`config.mk`:
```
export PLATFORM = sky130hd
export DESIGN_NAME = fib_gen
export DESIGN_NICKNAME = d
export VERILOG_FILES = /design/src/rtl/fib_pkg.sv /design/src/rtl/fib_gen_bin2bcd.sv /design/src/rtl/fib_gen.sv
export SDC_FILE = /design/constraint.sdc
export NUM_CORES = 1
export LEC_CHECK = 0
export BUFFER_PORTS_ARGS = -buffer_cell sky130_fd_sc_hd__buf_2
export CAP_MARGIN = 20
export CORE_MARGIN = 4
export CORE_UTILIZATION = 63
export CTS_CLUSTER_SIZE = 25
export DETAILED_ROUTE_END_ITERATION = 16
export GPL_ROUTABILITY_DRIVEN = 0
export MAX_ROUTING_LAYER = met4
export PLACE_DENSITY = 0.89
export SLEW_MARGIN = 20
export SYNTH_ARGS = -nofsm -noshare
export SYNTH_HDL_FRONTEND = slang
export SYNTH_SLANG_ARGS = --single-unit
```
`constraint.sdc`:
```
create_clock -name clk -period 3.65 [get_ports clk]
set_input_delay 0.5475 -clock clk [delete_from_list [all_inputs] [get_ports clk]]
set_output_delay 0.5475 -clock clk [all_outputs]
set_load 0.01 [all_outputs]
```
`src/rtl/fib_pkg.sv`:
```
// Shared definitions for the Fibonacci term generator: FSM encoding, term width
// and the largest value a 4-digit BCD display can show.
package fib_pkg;

   typedef enum logic [1:0] {
      ST_IDLE = 2'd0,
      ST_LOAD = 2'd1,
      ST_WAIT = 2'd2,
      ST_RUN  = 2'd3
   } fib_state_e;

   localparam int unsigned      FIB_W   = 16;
   localparam logic [FIB_W-1:0] BCD_MAX = 16'd9999;

endpackage

```
`src/rtl/fib_gen_bin2bcd.sv`:
```
// Combinational double-dabble converter: 14-bit binary (0..9999) to 4 BCD digits.
module bin2bcd
   import fib_pkg::*;
(
   input  logic [13:0]      bin_i,
   output logic [FIB_W-1:0] bcd_o
);

   logic [29:0] sh;

   always_comb begin
      sh = {16'd0, bin_i};
      for (int i = 0; i < 14; i++) begin
         // Each digit column that would overflow past 9 on the next shift gets +3.
         for (int d = 0; d < 4; d++) begin
            if (sh[14+4*d +: 4] >= 4'd5) begin
               sh[14+4*d +: 4] = sh[14+4*d +: 4] + 4'd3;
            end
         end
         sh = sh << 1;
      end
      bcd_o = sh[29:14];
   end

endmodule

```
`src/rtl/fib_gen.sv`:
```
// Fibonacci term producer with valid/ready output, one term per slow tick.
// Define FIB_BCD_EN to present terms as 4-digit BCD (limit clamps to 9999).
module fib_gen
   import fib_pkg::*;
#(
   parameter logic [FIB_W-1:0] LIMIT           = 16'hFFFF,
   parameter bit               RESTART_ON_WRAP = 1'b1
) (
   input  logic             clk,
   input  logic             rst,
   input  logic             start,
   input  logic             stop,
   input  logic             tick,
   input  logic             data_ready,
   output logic [FIB_W-1:0] data_out,
   output logic             data_valid,
   output logic [4:0]       idx,
   output logic             wrap,
   output logic             done,
   output logic             ovr
);

`ifdef FIB_BCD_EN
   localparam logic [FIB_W:0] EFF_LIMIT = (LIMIT > BCD_MAX) ? {1'b0, BCD_MAX} : {1'b0, LIMIT};
`else
   localparam logic [FIB_W:0] EFF_LIMIT = {1'b0, LIMIT};
`endif

   fib_state_e       state_q, state_d;
   logic [FIB_W:0]   a_q, a_d, b_q, b_d;
   logic [FIB_W-1:0] dout_q, dout_d;
   logic             valid_q, valid_d;
   logic [4:0]       idx_q, idx_d;
   logic             wrap_q, wrap_d;
   logic             done_q, done_d;
   logic             ovr_q, ovr_d;
   logic [FIB_W-1:0] term_fmt;

`ifdef FIB_BCD_EN
   bin2bcd u_bin2bcd (
      .bin_i (b_q[13:0]),
      .bcd_o (term_fmt)
   );
`else
   assign term_fmt = b_q[FIB_W-1:0];
`endif

   always_comb begin
      state_d = state_q;
      a_d     = a_q;
      b_d     = b_q;
      dout_d  = dout_q;
      valid_d = valid_q;
      idx_d   = idx_q;
      wrap_d  = 1'b0;
      done_d  = done_q;
      ovr_d   = ovr_q;

      // A tick while a term is still unconsumed is lost, never queued.
      if (tick && valid_q) ovr_d = 1'b1;

      if (stop) begin
         state_d = ST_IDLE;
         valid_d = 1'b0;
      end else begin
         unique case (state_q)
            ST_IDLE: begin
               valid_d = 1'b0;
               if (start) begin
                  state_d = ST_LOAD;
                  done_d  = 1'b0;
                  ovr_d   = 1'b0;
               end
            end
            ST_LOAD: begin
               a_d     = '0;
               b_d     = {{FIB_W{1'b0}}, 1'b1};
               dout_d  = '0;
               idx_d   = '0;
               valid_d = 1'b1;
               state_d = ST_WAIT;
            end
            ST_WAIT: begin
               valid_d = 1'b1;
               if (valid_q && data_ready) begin
                  valid_d = 1'b0;
                  state_d = ST_RUN;
               end
            end
            ST_RUN: begin
               valid_d = 1'b0;
               if (tick) begin
                  if (b_q <= EFF_LIMIT) begin
                     dout_d  = term_fmt;
                     idx_d   = idx_q + 5'd1;
                     a_d     = b_q;
                     b_d     = a_q + b_q;
                     valid_d = 1'b1;
                     state_d = ST_WAIT;
                  end else if (RESTART_ON_WRAP) begin
                     dout_d  = '0;
                     idx_d   = '0;
                     a_d     = '0;
                     b_d     = {{FIB_W{1'b0}}, 1'b1};
                     wrap_d  = 1'b1;
                     valid_d = 1'b1;
                     state_d = ST_WAIT;
                  end else begin
                     done_d  = 1'b1;
                     state_d = ST_IDLE;
                  end
               end
            end
            default: state_d = ST_IDLE;
         endcase
      end
   end

   always_ff @(posedge clk or negedge rst) begin
      if (!rst) begin
         state_q <= ST_IDLE;
         a_q     <= '0;
         b_q     <= '0;
         dout_q  <= '0;
         valid_q <= 1'b0;
         idx_q   <= '0;
         wrap_q  <= 1'b0;
         done_q  <= 1'b0;
         ovr_q   <= 1'b0;
      end else begin
         state_q <= state_d;
         a_q     <= a_d;
         b_q     <= b_d;
         dout_q  <= dout_d;
         valid_q <= valid_d;
         idx_q   <= idx_d;
         wrap_q  <= wrap_d;
         done_q  <= done_d;
         ovr_q   <= ovr_d;
      end
   end

   assign data_out   = dout_q;
   assign data_valid = valid_q;
   assign idx        = idx_q;
   assign wrap       = wrap_q;
   assign done       = done_q;
   assign ovr        = ovr_q;

endmodule

```
# Yosys cells after proc, flatten, opt, wreduce, memory -nomap -nowiden
# Cells that the tools add are included.
[totals]
inputBits = 6
wordCells = 54
regBits = 60
[op_classes]
magnitude_cmp = 1
n_eq_ne = 7
n_mux = 29
add_sub_neg = 2
bitwise_logic = 1
n_reduce_logical = 6
[ops]
columns = ["op", "n"]
rows = [
  ["$mux 17", 4],
  ["$pmux 17 s2", 2],
  ["$mux 16", 2],
  ["$pmux 16 s2", 1],
  ["$add 17x17->17", 1],
  ["$le 17x16->1 const B", 1],
  ["$mux 1", 11],
  ["$mux 5", 2],
  ["$pmux 5 s2", 1],
  ["$ne 3x3->1 const B", 3],
  ["$mux 2", 4],
  ["$pmux 2 s4", 1],
  ["$reduce_and 3->1", 2],
  ["$add 5x1->5 const B", 1],
  ["$eq 2x2->1 const B", 2],
  ["$pmux 1 s4", 1],
  ["$eq 2x1->1 const B", 1],
  ["$logic_and 1x1->1", 2],
  ["$logic_not 2->1", 1],
  ["$ne 2x2->1 const B", 1],
  ["$reduce_bool 2->1", 1],
  ["$not 1->1", 1],
]

# Longest topological paths before layout
[depth]
ltp_word = 5
ltp_mapped = 8
ltp_nobuf = 8

# Worst setup path before layout
# No wires, ideal clock.
[synth_path]
path_type = "register to register"
from = "reg a_q[0]"
to = "reg b_q[16]"
path_stages_with_launch = 9
arrival_ns = 1.815
required_ns = 3.516
path_slack_ns = 1.701
n_path_buf = 0
synth_period_minus_slack_ns = 1.949
setup_time_ns = 0.134
cell_sequence = "dfrtp_1 > ha_1 > inv_1 > fa_1 > nand2b_1 > a21oi_2 > o21ai_0 > o2111ai_1 > o211ai_1"
[synth_via]
elab_chain_cells = 4
[synth_lines]
columns = ["element", "line", "text"]
rows = [
  ["start, declared", "fib_gen.sv:30", "logic [FIB_W:0] a_q, a_d, b_q, b_d;"],
  ["start signal, assigned", "fib_gen.sv:122", "a_q <= '0;"],
  ["start signal, assigned", "fib_gen.sv:132", "a_q <= a_d;"],
  ["$add 17x17->17", "fib_gen.sv:97", "b_d = a_q + b_q;"],
  ["$mux 17", "fib_gen.sv:93", "if (b_q <= EFF_LIMIT) begin"],
  ["$mux 17", "fib_gen.sv:92", "if (tick) begin"],
  ["$pmux 17 s2", "fib_gen.sv:66", "unique case (state_q)"],
  ["end signal, assigned", "fib_gen.sv:123", "b_q <= '0;"],
  ["end signal, assigned", "fib_gen.sv:133", "b_q <= b_d;"],
  ["end, declared", "fib_gen.sv:30", ""],
]
# Every way passes these cells. The select of a mux whose other input is x is not followed.
# A chain may end at the register's enable or synchronous reset.

# Worst setup path in the final report
[layout_path]
from = "reg a_q[0]"
to = "reg b_q[12]"
# Same word-level chain as after synthesis.

==> out/qor.txt <==
status: complete, no violations
CTS Sinks: 44
clock root buffer: clkbuf_8
placed cell count: 333
CP required: 3850 ps
Non-Filler Instances: 340
Total GRT Usage: 22.7%
Syn Area/Cell: 9.38 um^2
core area: 4000 um^2
Residual DRC: 0
metal3 WL: 292 um
I/O pins: 31
number of CTS-inserted buffers: 5
Net Count, Synth: 302
router iterations before antenna repair: 5
Mapped Cells: 278
Nets: 314
post-CTS setup buffers: 0
met1 WL: 2340 um
Starting Density: 65.2%
Post-CTS Hold Buffers: 0
routed vias: 2,081
Sum Neg Setup Slack: 0 ps
Final Skew: 6.54 ps
most frequent cells in the layout: dfrtp_1 (44), nand2_1 (42), buf_2 (29), a21oi_1 (24), o21ai_0 (22)
Period minus WS final: 2240 ps
worst rel slew slack: 33.2%
Iteration-0 DRC Markers: 159
Fmax: 446 MHz
first-pass GRT wire length: 9140 um
Clk Latency, worst-skew pair: 300 ps
CTS tree: yes
Die Wd: 72.3 um
layout filler cell count: 330
max_cap viols: 0
total power: 0.862 mW
R2R Setup Slk: 1410 ps
Total Wirelength: 5240 um
R2R depth: 8
htree depth: 2
Remaining Overflow, GRT: 0
Worst Tran Pin Value: 999 ps
HP Class: in -> async
kind of critical path: reg -> reg
die area: 5230 um^2
most common cell after layout, fill and taps aside: dfrtp_1
synth-to-layout area growth: 5.18%
sequential-to-total area share from yosys stat: 42.2%
DR top layer: met4
#FFs+latches synth: 44
top_reg_cell synth: dfrtp_1
Post-synth ARST share: 100%
Post-synth EDFFs: 0
max-slew violations: 0
layout cell share with drive strength beyond 1: 15.2%
Mapped Area: 2610 um^2
leakage power: 1.34 nW
Max IR drop VDD: 290 uV
Via density: 6.12
vias in the first global route: 2,101
synth unique cells: 45
Synth warnings: 0
Clk pin slew, worst setup/hold paths: 80 ps
crit path DAT: 2440 ps
initial antenna violation count: 0
Clock Path Buffers: 2
final setup fails: 0
Rows: 23
Die H: 72.3 um
Worst Setup End Kind: flop
port buffer count: 29
period utilization: 61.4%
final hold vios: 0
FF-to-FF End: b_q[12]$_DFFE_PN0P_
HPWL Detailed: 3740 um
Routed Antenna Nets: 0
multi-input logic area: 1310 um^2
antenna diode count: 0
Resized cells post-CTS: 0
drt wl/cell: 15.4 um
worst r2r src: a_q[0]$_DFFE_PN0P_
largest net degree at the start of global routing: 45
crit path launch type: flop
Pwr Density: 314 nW/um^2
Routed met2 length: 2490 um
RSZ-0062 raised after global routing: false
Sequential cell area: 1100 um^2
crit path max fanout: 5
==> Yosys cell counts (2+ instances only) <==
library cell / instances / area share, %
o31ai_1: 3 / 0.86
a211oi_1: 2 / 0.58
o21ai_0: 22 / 4.2
a21oi_1: 24 / 4.6
or3_1: 2 / 0.48
dfrtp_1: 44 / 42
clkbuf_1: 6 / 0.86
o21a_1: 4 / 1.2
nor3_1: 3 / 0.58
inv_1: 8 / 1.2
nand2_1: 42 / 6.0
and2_1: 2 / 0.48
buf_2: 2 / 0.38
nand2b_1: 4 / 0.96
and3_1: 2 / 0.48
nor2_1: 13 / 1.9
o211ai_1: 5 / 1.4
xor2_1: 7 / 2.4
ha_1: 17 / 8.2
nand3_1: 4 / 0.77
a22o_1: 15 / 5.0
a211o_1: 3 / 1.0
o2111ai_1: 4 / 1.3
nand3b_1: 2 / 0.58
o211ai_2: 2 / 0.96
buf_4: 17 / 4.9
==> power by group <==
part	internal [mW]	switching, mW	total (mW)
Sequential	0.498	0.0114	0.509
Clock	0.130	0.160	0.291
Combinational	0.0197	0.0421	0.0619
==> per-stage QoR <==
stage | area (um^2) | utilization, % | hold slack, ps | worst slack (ps)
2_1_floorplan | 2610 | - | 252 | 1700
3_3_place_gp | 2670 | 66.6 | 492 | 1430
3_5_place_dp | 2670 | 66.6 | 493 | 1340
4_1_cts | 2740 | 68.6 | 429 | 1410
5_1_grt | 2740 | 68.6 | 470 | 1240
6_report | 2740 | 68.6 | 389 | 1410
==> registers in the layout, summed over array words and instances, names as in the netlist <==
signal,count
a_q,17
b_q,17
idx,5
state_q,2
data_valid,1
ovr,1
wrap,1
==> how the worst max path moves through the flow <==
stage / start / to / slack, ps / cells after the start
after global placement: tick / a_q[6]$_DFFE_PN0P_ / 1430 / 5
after global routing: a_q[0]$_DFFE_PN0P_ / b_q[12]$_DFFE_PN0P_ / 1240 / 8
after CTS: a_q[0]$_DFFE_PN0P_ / b_q[12]$_DFFE_PN0P_ / 1410 / 8
final: a_q[0]$_DFFE_PN0P_ / b_q[12]$_DFFE_PN0P_ / 1410 / 8
after detailed placement: tick / a_q[5]$_DFFE_PN0P_ / 1340 / 5
after floorplan: a_q[0]$_DFFE_PN0P_ / b_q[16]$_DFFE_PN0P_ / 1700 / 8
==> critical path, stage by stage (launching register included) <==
cell and delay [ps]:
dfrtp_1 370, ha_1 210, inv_1 80, fa_1 410, nand2b_1 200, a21oi_2 260, o211ai_1 180, and3_1 220
o31ai_1 220
==> layout make-up <==
type | count | share of cell area (%)
Clock buffer | 6 | 2.65
Sequential cell | 44 | 40.1
Timing Repair Buffer | 31 | 5.84
Inverter | 8 | 1.09
Clock inverter | 1 | 0.182
Multi-Input combinational cell | 200 | 47.8
Tap cell | 50 | 2.28
==> metal layers <==
layer,track usage [%],vias up
met5,-,-
met4,10.2,0
met3,5.26,16
met2,35.1,66
met1,28.3,991
li1,-,1008
==> logic make-up after synthesis <==
family,Yosys count,share of synthesized area [%]
AO/OA/AOI/OAI,93,24.3
AND/OR/NAND/NOR,80,14.3
flip-flops,44,42.2
buffers and inverters,34,7.49
adder cells (fa/ha/maj),18,8.93
XOR/XNOR,8,2.69
other,1,0.144
Power figures use the tool's default switching activity.
